### config.mk
export PLATFORM = sky130hd
export DESIGN_NAME = nco_sweep_ctrl
export DESIGN_NICKNAME = d
export VERILOG_FILES = /design/src/rtl/nco_sweep_ctrl.sv
export SDC_FILE = /design/constraint.sdc
export NUM_CORES = 1
export LEC_CHECK = 0
export CORE_MARGIN = 2
export CORE_UTILIZATION = 55
export DETAILED_ROUTE_END_ITERATION = 12
export PLACE_DENSITY = 0.72
export SLEW_MARGIN = 20
export SYNTH_ARGS = -nofsm -noshare
export SYNTH_HDL_FRONTEND = slang
export SYNTH_SLANG_ARGS = --single-unit
### constraint.sdc
create_clock -name clk -period 7.5 [get_ports clk]
set_input_delay 1.875 -clock clk [delete_from_list [all_inputs] [get_ports clk]]
set_output_delay 1.875 -clock clk [all_outputs]
set_load 0.01 [all_outputs]
### src/rtl/nco_sweep_ctrl.sv
// Frequency-sweep controller for the NCO phase increment: steps a tuning word
// from f_start to f_stop with a programmable dwell, single pass or continuous triangle.
module nco_sweep_ctrl #(
    parameter int PHI_W   = 32,
    parameter int DWELL_W = 16
) (
    input  logic               clk,
    input  logic               reset_n,
    input  logic               clken,
    input  logic               start,
    input  logic               stop,
    input  logic [PHI_W-1:0]   f_start,
    input  logic [PHI_W-1:0]   f_stop,
    input  logic [PHI_W-1:0]   f_step,
    input  logic [DWELL_W-1:0] dwell,
    input  logic               mode,
    output logic [PHI_W-1:0]   phi_inc_o,
    output logic               busy,
    output logic               step_stb,
    output logic               sweep_done
);

    typedef enum logic {IDLE = 1'b0, DWELL = 1'b1} state_t;

    state_t             r_state,   w_state;
    logic [PHI_W-1:0]   r_phi,     w_phi;
    logic [DWELL_W-1:0] r_cnt,     w_cnt;
    logic               r_busy,    w_busy;
    logic               r_stb,     w_stb;
    logic               r_done,    w_done;
    logic [PHI_W-1:0]   r_f_start, w_f_start;
    logic [PHI_W-1:0]   r_f_stop,  w_f_stop;
    logic [PHI_W-1:0]   r_f_step,  w_f_step;
    logic [DWELL_W-1:0] r_dwell,   w_dwell;
    logic               r_mode,    w_mode;
    logic               r_dir,     w_dir;     // 1 = sweeping down
    logic [PHI_W-1:0]   r_tgt,     w_tgt;
    logic [PHI_W-1:0]   w_tgt_swap;

    // One step toward tgt, computed one bit wider so the word clamps instead of wrapping.
    function automatic logic [PHI_W-1:0] next_word(
        input logic [PHI_W-1:0] phi,
        input logic [PHI_W-1:0] tgt,
        input logic [PHI_W-1:0] stp,
        input logic             down
    );
        logic [PHI_W:0]   sum;
        logic [PHI_W-1:0] res;
        if (down) begin
            sum = {1'b0, phi} - {1'b0, stp};
            res = (sum[PHI_W] || (sum[PHI_W-1:0] <= tgt)) ? tgt : sum[PHI_W-1:0];
        end else begin
            sum = {1'b0, phi} + {1'b0, stp};
            res = (sum >= {1'b0, tgt}) ? tgt : sum[PHI_W-1:0];
        end
        return res;
    endfunction

    assign w_tgt_swap = (r_tgt == r_f_stop) ? r_f_start : r_f_stop;

    always_comb begin
        w_state   = r_state;
        w_phi     = r_phi;
        w_cnt     = r_cnt;
        w_busy    = r_busy;
        w_stb     = 1'b0;
        w_done    = 1'b0;
        w_f_start = r_f_start;
        w_f_stop  = r_f_stop;
        w_f_step  = r_f_step;
        w_dwell   = r_dwell;
        w_mode    = r_mode;
        w_dir     = r_dir;
        w_tgt     = r_tgt;
        if (stop) begin
            w_state = IDLE;
            w_busy  = 1'b0;
        end else begin
            case (r_state)
                IDLE: begin
                    if (start) begin
                        w_f_start = f_start;
                        w_f_stop  = f_stop;
                        w_f_step  = f_step;
                        w_dwell   = dwell;
                        w_mode    = mode;
                        w_dir     = (f_stop < f_start);
                        w_tgt     = f_stop;
                        w_phi     = f_start;
                        w_cnt     = dwell;
                        w_busy    = 1'b1;
                        w_stb     = 1'b1;
                        w_state   = DWELL;
                    end
                end
                DWELL: begin
                    if (r_cnt != '0) begin
                        w_cnt = r_cnt - 1'b1;
                    end else if (r_phi != r_tgt) begin
                        w_phi = next_word(r_phi, r_tgt, r_f_step, r_dir);
                        w_cnt = r_dwell;
                        w_stb = 1'b1;
                    end else if (!r_mode) begin
                        w_state = IDLE;
                        w_busy  = 1'b0;
                        w_done  = 1'b1;
                    end else if (r_f_start != r_f_stop) begin
                        // Triangle turn-around: new endpoint and first step in the same edge.
                        w_tgt = w_tgt_swap;
                        w_dir = ~r_dir;
                        w_phi = next_word(r_phi, w_tgt_swap, r_f_step, ~r_dir);
                        w_cnt = r_dwell;
                        w_stb = 1'b1;
                    end
                end
                default: w_state = IDLE;
            endcase
        end
    end

    always_ff @(posedge clk) begin
        if (!reset_n) begin
            r_state   <= IDLE;
            r_phi     <= '0;
            r_cnt     <= '0;
            r_busy    <= 1'b0;
            r_stb     <= 1'b0;
            r_done    <= 1'b0;
            r_f_start <= '0;
            r_f_stop  <= '0;
            r_f_step  <= '0;
            r_dwell   <= '0;
            r_mode    <= 1'b0;
            r_dir     <= 1'b0;
            r_tgt     <= '0;
        end else if (clken) begin
            r_state   <= w_state;
            r_phi     <= w_phi;
            r_cnt     <= w_cnt;
            r_busy    <= w_busy;
            r_stb     <= w_stb;
            r_done    <= w_done;
            r_f_start <= w_f_start;
            r_f_stop  <= w_f_stop;
            r_f_step  <= w_f_step;
            r_dwell   <= w_dwell;
            r_mode    <= w_mode;
            r_dir     <= w_dir;
            r_tgt     <= w_tgt;
        end
    end

    assign phi_inc_o  = r_phi;
    assign busy       = r_busy;
    assign step_stb   = r_stb;
    assign sweep_done = r_done;

endmodule
After elaboration in Yosys (flattened, before gate mapping)
Index checks and enable logic that the tools add are counted.

cells by class
  equal/unequal tests = 16
  reductions and logical operators = 8
  add/subtract/negate cells = 3
  bitwise logic cells = 3
  mux-type cells = 54
  magnitude comparators = 5

operator list
  cell                                                                   number
  32-bit 2-to-1 mux                                                      17
  32-bit one-hot mux with 2 select lines                                 2
  16-bit 2-to-1 mux                                                      5
  33-bit by 32-bit greater-or-equal comparator with 1-bit output         2
  32-bit less-or-equal comparator                                        2
  32-bit != test                                                         2
  32-bit by 32-bit adder with 33-bit output                              1
  32-bit by 32-bit subtractor with 33-bit output                         1
  32-bit equality test                                                   1
  32-bit < comparator                                                    1
  16-bit one-hot mux with 2 select lines                                 1
  1-bit 2-to-1 mux                                                       25
  16-bit nonzero test                                                    1
  16-bit by 1-bit subtractor with 16-bit output (second input constant)  1
  3-bit != test (second input constant)                                  4
  5-bit AND reduction                                                    2
  4-bit by 1-bit != test with 1-bit output (second input constant)       2
  1-bit one-hot mux with 2 select lines                                  4
  7-bit AND reduction                                                    1
  2-bit != test (second input constant)                                  3
  3-bit by 1-bit != test with 1-bit output (second input constant)       2
  6-bit AND reduction                                                    1
  2-bit by 1-bit != test with 1-bit output (second input constant)       2
  4-bit AND reduction                                                    1
  2 further kinds                                                        5

storage, ports and cells
  flip-flop bits (word level) = 198
  word-level logic and storage cells = 102
  output and inout port bits = 35
  bits of input ports = 118

Logic depth before layout (Yosys ltp)
  word-level depth = 11
  gate-level depth with buffers = 27
  depth with buffers taken out = 25

Least setup slack after synthesis
Ideal clock, no wire load.

  kind = reg2reg
  start = register r_phi[0], in the netlist phi_inc_o[0]
  end = register r_phi[14], in the netlist phi_inc_o[14]
  period minus slack after synthesis = 5500 ps
  path buffers = 2
  data arrival time = 5375 ps
  cell stages (with the launch flop) = 28
  required time = 7375 ps
  slack = 2000 ps
  setup time = 125 ps
  path through = dfxtp_1 inv_1 ha_1 inv_1 fa_1 a21oi_1 nor2_1 nor4_1 nor2_1 a41oi_1 o31ai_1 a21o_1 o31a_1 xnor2_1 inv_1 ha_1 nand4_1 or2_2 nor4_1 a211oi_1 a211oi_1 buf_2 buf_2 mux2i_1 nor2_1 a2111oi_0 nor2_1 o41a_1

on the way
  longest elaborated chain between the ends = 10
  elaborated cells between the ends (all ways) = 23
  classes of those cells = add/sub (2); order compare (4); eq/ne (3); mux (11); reduce/logical (3)

ends and longest elaborated chain
  element                                         RTL line  text
  start, declared                                 26        logic [PHI_W-1:0] r_phi, w_phi;
  start signal, assigned                          138       r_phi <= w_phi;
  32-bit by 32-bit subtractor with 33-bit output  50        sum = {1'b0, phi} - {1'b0, stp};
  32-bit less-or-equal comparator                 51        res = (sum[PHI_W] || (sum[PHI_W-1:0] <= tgt)) ? tgt : sum[PHI_W-1:0];
  1-bit logical OR                                51
  32-bit 2-to-1 mux                               51
  32-bit 2-to-1 mux                               49        if (down) begin
  32-bit 2-to-1 mux                               107       end else if (r_f_start != r_f_stop) begin
  32-bit 2-to-1 mux                               103       end else if (!r_mode) begin
  32-bit 2-to-1 mux                               99        end else if (r_phi != r_tgt) begin
  32-bit 2-to-1 mux                               97        if (r_cnt != '0) begin
  32-bit one-hot mux with 2 select lines          79        case (r_state)

Several ways; a longest one is shown, not always the timed one. The select of a mux whose other input is x is not followed.
A chain may end at the register's enable or synchronous reset.

Worst setup path in the final report
  start = register r_phi[0], in the netlist phi_inc_o[0]
  end = register r_phi[9], in the netlist phi_inc_o[9]

Same word-level chain as after synthesis.

==> results.toml <==
[global_route]
groute.usage.overall_pct = 40.5
grt_max_degree = 84
grt_pass1_vias = 19000
grt_first_pass_wirelength_um = 112000
antenna_found_initial = 0
grt.overflow.total = 0

[timing]
fin_crit_ps = 7080
holdWs_ps = 458
slew_headroom_pct = 24.9
period_share_pct = 94.4
rsz0062_at_grt = "false"
fmax_ghz = 0.141
finalClockSkew_ps = 20.7
tightestPinTransition_ps = 1130
setup_viol = 0
hold_viol = 0
report.final.slew_viol_count = 0
setup_tns_ps = 0

[pwr]
pwr_density_cell_mw_per_mm2 = 201
p_total_mw = 4.36
p_leak_nw = 8.80
vdd_ir_drop_max_mv = 0.221

[die]
start_util_pct = 55.7
row_count = 68
die_area_mm2 = 0.0364
placeableCoreArea_mm2 = 0.0345
die_x_um = 191
die_h_um = 191
ios = 153

[synth]
synth_nets = 2909
synthFlopType = "dfxtp_1"
synthCells = 2568
synth_seq_cells = 198
yosysMostFrequentCell = "nand2_1"
avgSynthCellArea_um2 = 7.47
yosys.cell_types.count = 86
yosysTopAreaCell = "dfxtp_1"
synth_common_cells = "nand2_1, a21oi_1, ha_1"
synth_top_area_share_pct = 20.7
yosysSeqAreaShare_pct = 20.7
synth-edff-count = 0
synthTopCellsByArea = "dfxtp_1, ha_1, a21oi_1"
synth-warning-count = 0
async_flop_share_pct = 0
synth_area_mm2 = 0.0192

[critical_path]
reg2reg_from = "phi_inc_o[0]"
setup.worst_path.start_class = "flip-flop"
r2r_cells = 26
r2r_slack_ps = 420
crit_path_frequent_cell = "nor2_1"
path_max_fanout = 27
cp.arrival_ps = 7440
crit_required_ps = 7850
worstSetupEndpointType = "flip-flop"
criticalPathCategory = "reg2reg"
rr_endpoint = "phi_inc_o[9]"
cp_slowest_cell = "nor4_1"
worst_path_largest_cell_delay_ps = 600
crit_buf_inv = 4
cp_top_family = "compound AO/OA/AOI/OAI gates"

[clock_tree]
cts_sinks = 198
cts.clk_slew.worst_paths_ps = 80
cts_root_buffer = "clkbuf_16"
cts.repair.resized = 0
cts_tree = "yes"
postCtsSetupRepairBufs = 0
clock_latency_ps = 480
cts_buffer_depth = 2
htree_levels = 4
numCtsBuffers = 17
hold_buffers = 0

[min_path]
worstHoldStart = "r_dwell[4]"
holdPathEnd = "r_dwell[4]"
min_path_cells = 2
hold_class = "reg2reg"

[route]
via_per_inst = 6.53
vias = 20200
routedWlPerCell_um = 24.1
ant_nets = 0
drt_iter0_drc = 2334
dr.pass1.iters = 7
route.detailed.drc = 0
wl_um = 74600

[placed_design]
io_buffers = 152
gp_congestion = 1.03
dp_hpwl_um = 56300

[layout]
nets = 2972
drive_gt1_share_pct = 4.80
area_delta_synth_final_pct = 13.0
diodes = 0
nFillCells = 3194

[flow_run]
cap_violations = 0

[status]
outcome = "finished clean"
-- state kept, by name (all words and copies together), names as in the netlist, 16 cells and up --
signal     cells
r_f_stop      32
r_f_start     32
r_cnt         16
r_tgt         32
phi_inc_o     32
r_dwell       16
r_f_step      32
-- report_power, final --
part / switching (mW) / leakage, nW / internal (mW)
Clock: 0.509 / 0.285 / 0.461
Combinational: 1.39 / 6.90 / 0.828
Sequential: 0.0742 / 1.61 / 1.09
-- through the flow --
step | utilization (%) | std cells | instance area, um2 | worst slack [ps]
global placement | 61.2 | 3067 | 21100 | 863
CTS | 62.9 | 3099 | 21700 | 642
global route | 62.9 | 3099 | 21700 | 9.28
floorplan | - | 2568 | 19200 | 2000
finish | 62.9 | 3099 | 21700 | 419
detailed placement | 61.2 | 3067 | 21100 | 721
-- worst min-delay path: stages (launching register included) --
cell	delay [ps]
dfxtp_1	310
nand2_1	50
a21oi_1	50
-- kinds of logic (layout without fill, tap and decap cells) --
group	Yosys count	in the layout	synth area share, %
AO/OA/AOI/OAI	775	775	26.4
XOR/XNOR	157	157	7.24
adder cells (fa/ha/maj)	226	226	14.8
buffers and inverters	318	394	6.56
flip-flops	198	198	20.7
multiplexers	93	93	4.96
AND/OR/NAND/NOR	801	801	19.4
-- cell usage in the layout (no fill, tap or decap), types with 58 or more instances in the layout --
| cell | Yosys | routed |
|---|---|---|
| nor2_1 | 199 | 198 |
| mux2i_1 | 89 | 89 |
| inv_1 | 164 | 163 |
| nand2_1 | 295 | 295 |
| a21oi_1 | 259 | 259 |
| o21ai_0 | 138 | 136 |
| ha_1 | 221 | 221 |
| a21o_1 | 73 | 73 |
| clkdlybuf4s50_1 | 0 | 151 |
| dfxtp_1 | 198 | 196 |
| a211oi_1 | 64 | 63 |
| xnor2_1 | 112 | 112 |
| nor2b_1 | 59 | 58 |
-- per-layer routing --
metal  routed length, um  vias to the layer above  track usage [%]
li1                    -                     9276                -
met1               31400                     9613             55.6
met2               31900                     1199             61.2
met3                8420                      159             9.61
met4                2800                        0             15.3
met5                   0                        -                0
-- layout make-up --
class,instances,area [um2],share of cell area (%)
multi-input combinational,2052,14100,64.8
sequential,198,3970,18.3
tap,455,569,2.63
inverter,164,616,2.84
timing repair buffer,198,1890,8.70
clock buffer,18,450,2.08
clock inverter,14,138,0.635
-- worst max-delay path by stage --
| stage | start | end | cells after the start |
|---|---|---|---|
| 2_1_floorplan | phi_inc_o[0] | phi_inc_o[14] | 27 |
| 3_3_place_gp | phi_inc_o[0] | phi_inc_o[5] | 26 |
| 3_5_place_dp | phi_inc_o[0] | phi_inc_o[9] | 26 |
| 4_1_cts | phi_inc_o[0] | phi_inc_o[9] | 26 |
| 5_1_grt | phi_inc_o[0] | phi_inc_o[5] | 26 |
| 6_report | phi_inc_o[0] | phi_inc_o[9] | 26 |
(Power assumes the default switching activity.)
